## src/rtl/mem_loader_pkg.sv

```systemverilog
// Shared constants, state encoding and word-geometry helpers for the
// byte-stream memory loader and the instruction memory it feeds.
package mem_loader_pkg;

    // Default instruction memory geometry.
    localparam int MEM_DATA_WIDTH = 12;
    localparam int MEM_DEPTH      = 4096;
    localparam int MEM_ADDR_WIDTH = $clog2(MEM_DEPTH);

    // Loader control states.
    typedef enum logic [1:0] {
        ST_IDLE  = 2'd0,
        ST_RECV  = 2'd1,
        ST_WRITE = 2'd2,
        ST_DONE  = 2'd3
    } ld_state_e;

    // Number of incoming bytes needed to build one memory word.
    function automatic int bytes_per_word(input int data_width);
        return (data_width + 7) / 8;
    endfunction

    // Width of a counter that indexes bytes within one word (at least 1 bit).
    function automatic int byte_cnt_width(input int bpw);
        return (bpw > 1) ? $clog2(bpw) : 1;
    endfunction

endpackage

```

## src/rtl/mem_loader.sv

```systemverilog
// Byte-stream memory loader: assembles little-endian bytes into memory words
// and writes them to consecutive addresses starting at 0. Sits beside the
// instruction memory and drives its wrEn/address/dataIn.
module mem_loader
    import mem_loader_pkg::*;
#(
    parameter int DATA_WIDTH = MEM_DATA_WIDTH,
    parameter int DEPTH      = MEM_DEPTH,
    parameter int ADDR_WIDTH = $clog2(DEPTH)
) (
    input  logic                  clk,
    input  logic                  rst,
    input  logic                  start,
    input  logic [ADDR_WIDTH:0]   num_words,
    input  logic [7:0]            rx_data,
    input  logic                  rx_valid,
    output logic                  rx_ready,
    output logic                  mem_wrEn,
    output logic [ADDR_WIDTH-1:0] mem_address,
    output logic [DATA_WIDTH-1:0] mem_dataIn,
    output logic                  busy,
    output logic                  done
);

    localparam int BPW   = bytes_per_word(DATA_WIDTH);
    localparam int BCW   = byte_cnt_width(BPW);
    localparam int ASM_W = BPW * 8;

    localparam logic [ADDR_WIDTH:0] DEPTH_C   = (ADDR_WIDTH + 1)'(DEPTH);
    localparam logic [BCW-1:0]      LAST_BYTE = BCW'(BPW - 1);

    ld_state_e             state_q;
    logic [ADDR_WIDTH:0]   word_cnt_q;
    logic [ADDR_WIDTH:0]   num_q;
    logic [BCW-1:0]        byte_cnt_q;
    logic [ASM_W-1:0]      asm_q;
    logic                  rx_ready_q;
    logic                  wr_en_q;
    logic [ADDR_WIDTH-1:0] addr_q;
    logic [DATA_WIDTH-1:0] data_q;
    logic                  busy_q;
    logic                  done_q;

    logic [ADDR_WIDTH:0]   word_cnt_d;
    logic [ADDR_WIDTH:0]   num_d;
    logic [ASM_W-1:0]      asm_d;
    logic                  accept_s;
    logic                  byte_last_s;

    // Next-value helpers: word increment, clamped count, byte insertion, handshake.
    always_comb begin
        word_cnt_d  = word_cnt_q + (ADDR_WIDTH + 1)'(1);
        num_d       = (num_words > DEPTH_C) ? DEPTH_C : num_words;
        asm_d       = asm_q;
        asm_d[{byte_cnt_q, 3'b000} +: 8] = rx_data;
        accept_s    = rx_valid & rx_ready_q;
        byte_last_s = (byte_cnt_q == LAST_BYTE);
    end

    // Loader FSM with counters, assembly register and registered outputs.
    always_ff @(posedge clk) begin
        if (rst) begin
            state_q    <= ST_IDLE;
            word_cnt_q <= '0;
            num_q      <= '0;
            byte_cnt_q <= '0;
            asm_q      <= '0;
            rx_ready_q <= 1'b0;
            wr_en_q    <= 1'b0;
            addr_q     <= '0;
            data_q     <= '0;
            busy_q     <= 1'b0;
            done_q     <= 1'b0;
        end else begin
            case (state_q)
                ST_IDLE: begin
                    wr_en_q <= 1'b0;
                    done_q  <= 1'b0;
                    if (start) begin
                        num_q      <= num_d;
                        word_cnt_q <= '0;
                        byte_cnt_q <= '0;
                        asm_q      <= '0;
                        busy_q     <= 1'b1;
                        if (num_d == '0) begin
                            // Empty load: report completion immediately.
                            state_q    <= ST_DONE;
                            done_q     <= 1'b1;
                            rx_ready_q <= 1'b0;
                        end else begin
                            state_q    <= ST_RECV;
                            rx_ready_q <= 1'b1;
                        end
                    end else begin
                        state_q    <= ST_IDLE;
                        rx_ready_q <= 1'b0;
                        busy_q     <= 1'b0;
                    end
                end
                ST_RECV: begin
                    if (accept_s) begin
                        asm_q <= asm_d;
                        if (byte_last_s) begin
                            // Word complete: present it to memory next cycle.
                            byte_cnt_q <= '0;
                            state_q    <= ST_WRITE;
                            rx_ready_q <= 1'b0;
                            wr_en_q    <= 1'b1;
                            addr_q     <= word_cnt_q[ADDR_WIDTH-1:0];
                            data_q     <= asm_d[DATA_WIDTH-1:0];
                        end else begin
                            byte_cnt_q <= byte_cnt_q + BCW'(1);
                        end
                    end else begin
                        state_q <= ST_RECV;
                    end
                end
                ST_WRITE: begin
                    wr_en_q    <= 1'b0;
                    word_cnt_q <= word_cnt_d;
                    if (word_cnt_d == num_q) begin
                        state_q <= ST_DONE;
                        done_q  <= 1'b1;
                    end else begin
                        state_q    <= ST_RECV;
                        rx_ready_q <= 1'b1;
                    end
                end
                ST_DONE: begin
                    done_q  <= 1'b0;
                    busy_q  <= 1'b0;
                    state_q <= ST_IDLE;
                end
                default: begin
                    state_q    <= ST_IDLE;
                    rx_ready_q <= 1'b0;
                    wr_en_q    <= 1'b0;
                    busy_q     <= 1'b0;
                    done_q     <= 1'b0;
                end
            endcase
        end
    end

    assign rx_ready    = rx_ready_q;
    assign mem_wrEn    = wr_en_q;
    assign mem_address = addr_q;
    assign mem_dataIn  = data_q;
    assign busy        = busy_q;
    assign done        = done_q;

endmodule

```

## config.mk

```make
export PLATFORM = sky130hd
export DESIGN_NAME = mem_loader
export DESIGN_NICKNAME = d
export VERILOG_FILES = /design/src/rtl/mem_loader_pkg.sv /design/src/rtl/mem_loader.sv
export SDC_FILE = /design/constraint.sdc
export NUM_CORES = 1
export LEC_CHECK = 0
export CORE_ASPECT_RATIO = 2
export CORE_MARGIN = 3
export CORE_UTILIZATION = 50
export DETAILED_ROUTE_END_ITERATION = 12
export PLACE_DENSITY = 0.72
export SLEW_MARGIN = 20
export SYNTH_ARGS = -nofsm -noshare
export SYNTH_HDL_FRONTEND = slang
export SYNTH_SLANG_ARGS = --single-unit
```

## constraint.sdc

```tcl
create_clock -name clk -period 2.95 [get_ports clk]
set_clock_uncertainty 0.2 [all_clocks]
set_input_delay 0.885 -clock clk [delete_from_list [all_inputs] [get_ports clk]]
set_output_delay 0.885 -clock clk [all_outputs]
set_load 0.05 [all_outputs]
```

## Word-level counts from Yosys, hierarchy flattened

Index checks and enable logic that the tools add are counted.

- $add $sub $neg: 3
- $lt $le $gt $ge: 1
- Equality and inequality tests: 10
- Shift operators: 2
- Multiplexer cells: 32
- Bitwise logic cells: 1
- Reductions and logical operators: 16

Operator list:

| kind | number |
|---|---|
| 16-bit 2-to-1 mux | 2 |
| 16-bit one-hot mux with 2 select lines | 1 |
| 13-bit 2-to-1 mux | 2 |
| 13-bit one-hot mux with 2 select lines | 1 |
| 16-bit bitwise mux | 1 |
| 8-bit by 6-bit variable shift with 16-bit output (first input constant) | 1 |
| 8-bit by 6-bit indexed part select with 16-bit output | 1 |
| 1-bit 2-to-1 mux | 14 |
| 13-bit by 1-bit adder with 13-bit output (second input constant) | 1 |
| 13-bit equality test | 1 |
| 13-bit greater-than comparator (second input constant) | 1 |
| 13-bit logical NOT | 1 |
| 2-bit 2-to-1 mux | 5 |
| 2-bit != test (second input constant) | 5 |
| 3-bit AND reduction | 3 |
| 2-bit one-hot mux with 4 select lines | 1 |
| 2-bit nonzero test | 4 |
| 4-bit negator with 6-bit output | 1 |
| 1-bit one-hot mux with 2 select lines | 3 |
| 1-bit one-hot mux with 3 select lines | 2 |
| 2-bit AND reduction | 3 |
| 3-bit nonzero test | 2 |
| 2-bit equality test (second input constant) | 2 |
| 4-bit AND reduction | 1 |
| other kinds (6) | 6 |

- Bits in registers: 73
- Input bits: 25

## Depth between registers and ports, before layout

- Depth after elaboration: 6
- Depth in mapped cells: 10
- Mapped depth without buffers: 8

## Worst setup path after synthesis

OpenSTA, ideal clock, no wires.

- Path kind: flip-flop to flip-flop
- Start: register word_cnt_q[0]
- End: register done_q (netlist: done)
- Library setup time: 0.123 ns
- Data arrival time: 2.118 ns
- Setup slack: 0.509 ns
- Cell stages (with the launch flop): 10
- Buffers on the path: 1
- Clock period less this slack: 2.441 ns
- Path through: dfxtp_1 ha_1 buf_2 nand2_1 nor3_4 xor2_1 o21ai_0 nor4_2 o21ba_1 mux2_1

- Longest elaborated chain between the ends: 4

Ends and longest elaborated chain:

| item | line | text |
|---|---|---|
| start: declaration | mem_loader.sv:33 | `logic [ADDR_WIDTH:0] word_cnt_q;` |
| start signal: assignment | mem_loader.sv:120 | `word_cnt_q <= word_cnt_d;` |
| 13-bit by 1-bit adder with 13-bit output | mem_loader.sv:52 | `word_cnt_d = word_cnt_q + (ADDR_WIDTH + 1)'(1);` |
| 13-bit equality test | mem_loader.sv:121 | `if (word_cnt_d == num_q) begin` |
| 2-bit != test (no source line) | - |  |
| 2-bit AND reduction (no source line) | - |  |
| end signal: assignment | mem_loader.sv:123 | `done_q <= 1'b1;` |
| end signal: assignment | mem_loader.sv:130 | `done_q <= 1'b0;` |
| end signal: assignment | mem_loader.sv:139 | `done_q <= 1'b0;` |
| end: declaration | mem_loader.sv:42 | `logic done_q;` |

Every way passes these cells.
A chain may end at the register's enable or synchronous reset.

## Final worst setup path

- Start: register word_cnt_q[1]
- End: register done_q (netlist: done)

The elaborated chain is that of the path after synthesis.

==> impl_metrics.toml <==
[sta]
hold_viol_final = 0
slew_violations = 0
finalCritPeriodShare_pct = 93.1
totalNegativeSetupSlack_ns = 0
fmax_mhz = 364
grt_setup_unrepaired = "false"
max_slew_margin_pct = 65.7
tightest_slew_ns = 0.513
fin_crit_ns = 2.75
setup_viol = 0

[routing]
routedWlPerCell_um = 14.4
vias_per_cell = 5.47
postRouteAntennaNets = 0
drc_errors = 0
drtPass1Iterations = 4
totalWireLength_mm = 7.87
drt_iter0_markers = 129
vias = 2996

[logic_synthesis]
ys_types = 48
async_flop_share_pct = 0
synth_edf_count = 0
postSynthCellCount = 399
syn_area_mm2 = 0.00320
synth-seq-area-share_pct = 40.6
synth_flop_cell = "dfxtp_1"
synth_top_area_cell = "dfxtp_1"
avgSynthCellArea_um2 = 8.02
synth_nets = 430
synth.area.top_cells = "dfxtp_1 41%, nand2_1 8.3%, a21oi_1 7.2%, nor2_1 6.4%, a22oi_1 3.5%"
synth_top_area_share_pct = 40.6
ys_seq_elements = 65
yosys_warnings = 0

[clock_tree]
clock_sinks = 65
cts_htree_levels = 3
cts_root_buf = "clkbuf_16"
worstSkewPairLatency_ns = 0.33
clk_pin_slew_worst_paths_ns = 0.05
postCtsSetupBuffers = 0
cts_buffers = 9
cts_hold_buf = 0
cts_buffer_depth = 2
tritoncts = "built"

[power_and_ir_drop]
swShare_pct = 30.8
total_power_mw = 2.94
peakVddDrop_mv = 0.497
internal_power_mw = 2.03
p_sw_mw = 0.906
power_frac_comb_pct = 26.2
power_frac_seq_pct = 34.6
clkPwrFrac_pct = 39.2
power.density_mw_per_mm2 = 697
p_leak_nw = 1.54

[floorplan]
rows = 40
dieWidth_um = 62.6
start_util_pct = 52.4
ios = 53
coreArea_mm2 = 0.00611
fp.dieArea_mm2 = 0.00746
die_h_um = 119

[layout]
final_cell_mix = "71 x nand2_1, 65 x dfxtp_1, 55 x nor2_1, 51 x clkdlybuf4s50_1, 46 x a21oi_1"
nets = 490
final_common_cell = "nand2_1"
areaGrowthSynthToFinish_pct = 31.7
diodes = 0
num-fill-cells = 558
multiInputGateArea_mm2 = 0.00174
drive_gt1_share_pct = 11.9
regArea_mm2 = 0.00130

[grt]
antenna_found_initial = 0
grt_pass1_wl_mm = 12.9
grt_max_degree = 24
grt_pass1_vias = 2840
grt_use_total_pct = 22.1
grt.overflow.total = 0

[placement]
io_buffers = 52
dp_hpwl_mm = 5.75
place.gp.congestion = 0.852

[setup_path]
path_class = "register to register"
critPathLaunchType = "register"
cpMostUsedCell = "buf_4"
crit_path_top_delay_cell = "dfxtp_1"
r2r_cells = 10
worstSetupEndpointType = "register"
crit_path_max_incr_delay_ns = 0.42
arrival_ns = 2.77
critical_path_required_ns = 2.97
crit_family = "simple AND/OR/NAND/NOR gates"
path_cells = "ha_2, buf_4, buf_4, nand3_1, nor2_1, xnor2_1, nand4_1, nor4_4, o21ba_1, mux2_1"
worstPathMaxFanout = 6
cp_num_cells = 10
critPathBufInv = 2

[hold_path]
whs_path_depth = 2
min_path_type = "register to register"

[job]
maxCapViolCount = 0

[run_status]
status = "complete, no violations"
==> cell families after synthesis <==
| family | Yosys count | synth area share, % |
|---|---|---|
| XOR/XNOR | 20 | 5.94 |
| AND/OR/NAND/NOR | 172 | 24.5 |
| multiplexers | 10 | 3.17 |
| adder cells (fa/ha/maj) | 6 | 2.34 |
| AO/OA/AOI/OAI | 91 | 18.2 |
| flip-flops | 65 | 40.6 |
| buffers and inverters | 35 | 5.24 |
==> routing by layer <==
layer / routed length [um] / global-route usage [%]
met1: 3080 / 22.4
met2: 4180 / 39.9
met3: 321 / 4.81
met5: 0 / 0
met4: 293 / 14.1
==> flip-flops by register name (all words and copies together), names as in the netlist <==
name         count
num_q           13
word_cnt_q      13
mem_address     12
mem_dataIn      12
asm_q            8
state_q          2
busy             1
byte_cnt_q       1
done             1
mem_wrEn         1
rx_ready         1
==> worst min-delay path: stages, from the launching register on <==
cell and delay [ns]:
dfxtp_1 0.30, nand2_1 0.05, a21oi_1 0.05
==> repair_timing <==
item                       4_1_cts  5_1_grt
hold endpoints to repair         0        0
setup endpoints to repair        0        3
resized for setup                0        2
==> layout make-up <==
type,instances,area share [%]
Multi-Input combinational cell,299,41.4
Tap cell,84,2.49
Clock inverter,6,2.14
Clock buffer,10,5.67
Timing Repair Buffer,79,17.0
Inverter,5,0.445
Sequential cell,65,30.9
==> synth_stat cells, types with 2 or more instances <==
cell type,count
nand2b_1,2
xor2_1,7
nor2b_1,3
nor3_2,2
a211oi_1,3
nor2_1,55
o21ai_0,9
a22oi_1,15
nand3_1,9
clkbuf_1,18
buf_2,4
nand4_1,5
a21oi_1,46
nor3_1,7
a2bb2oi_1,3
dfxtp_1,65
buf_4,6
nor3b_1,3
ha_1,6
o311ai_0,2
inv_1,4
or3_1,2
mux2i_1,9
nor4_1,5
xnor2_1,12
nor3_4,2
or2_1,2
o31ai_1,2
a211oi_2,2
nand2_1,71
==> worst paths after layout <==
| path | from | to | slack [ns] |
|---|---|---|---|
| max | word_cnt_q[1] | done | 0.20 |
| min | asm_q[7] | mem_dataIn[7] | 0.25 |
| max reg2reg | word_cnt_q[1] | done | 0.20 |
| min reg2reg | asm_q[7] | mem_dataIn[7] | 0.25 |
==> power by group through the flow <==
stage               Sequential [mW]  Clock (mW)  Combinational [mW]
floorplan                      1.06           0               0.488
global placement               1.03           0               0.746
detailed placement             1.03           0               0.760
CTS                            1.01        1.18               0.766
global route                   1.03        1.22               0.836
finish                         1.02        1.15               0.770
==> through the flow <==
step	area, um^2	utilization (%)	setup slack, ns	hold slack [ns]	cells
global route	4220	69.1	0.0853	0.270	548
CTS	4210	68.9	0.174	0.250	548
detailed placement	3880	63.5	0.0731	0.242	532
global placement	3880	63.5	0.117	0.236	532
floorplan	3200	-	0.509	0.231	399
finish	4220	69.1	0.205	0.248	548
No activity file was read; power rests on OpenSTA's default activity.
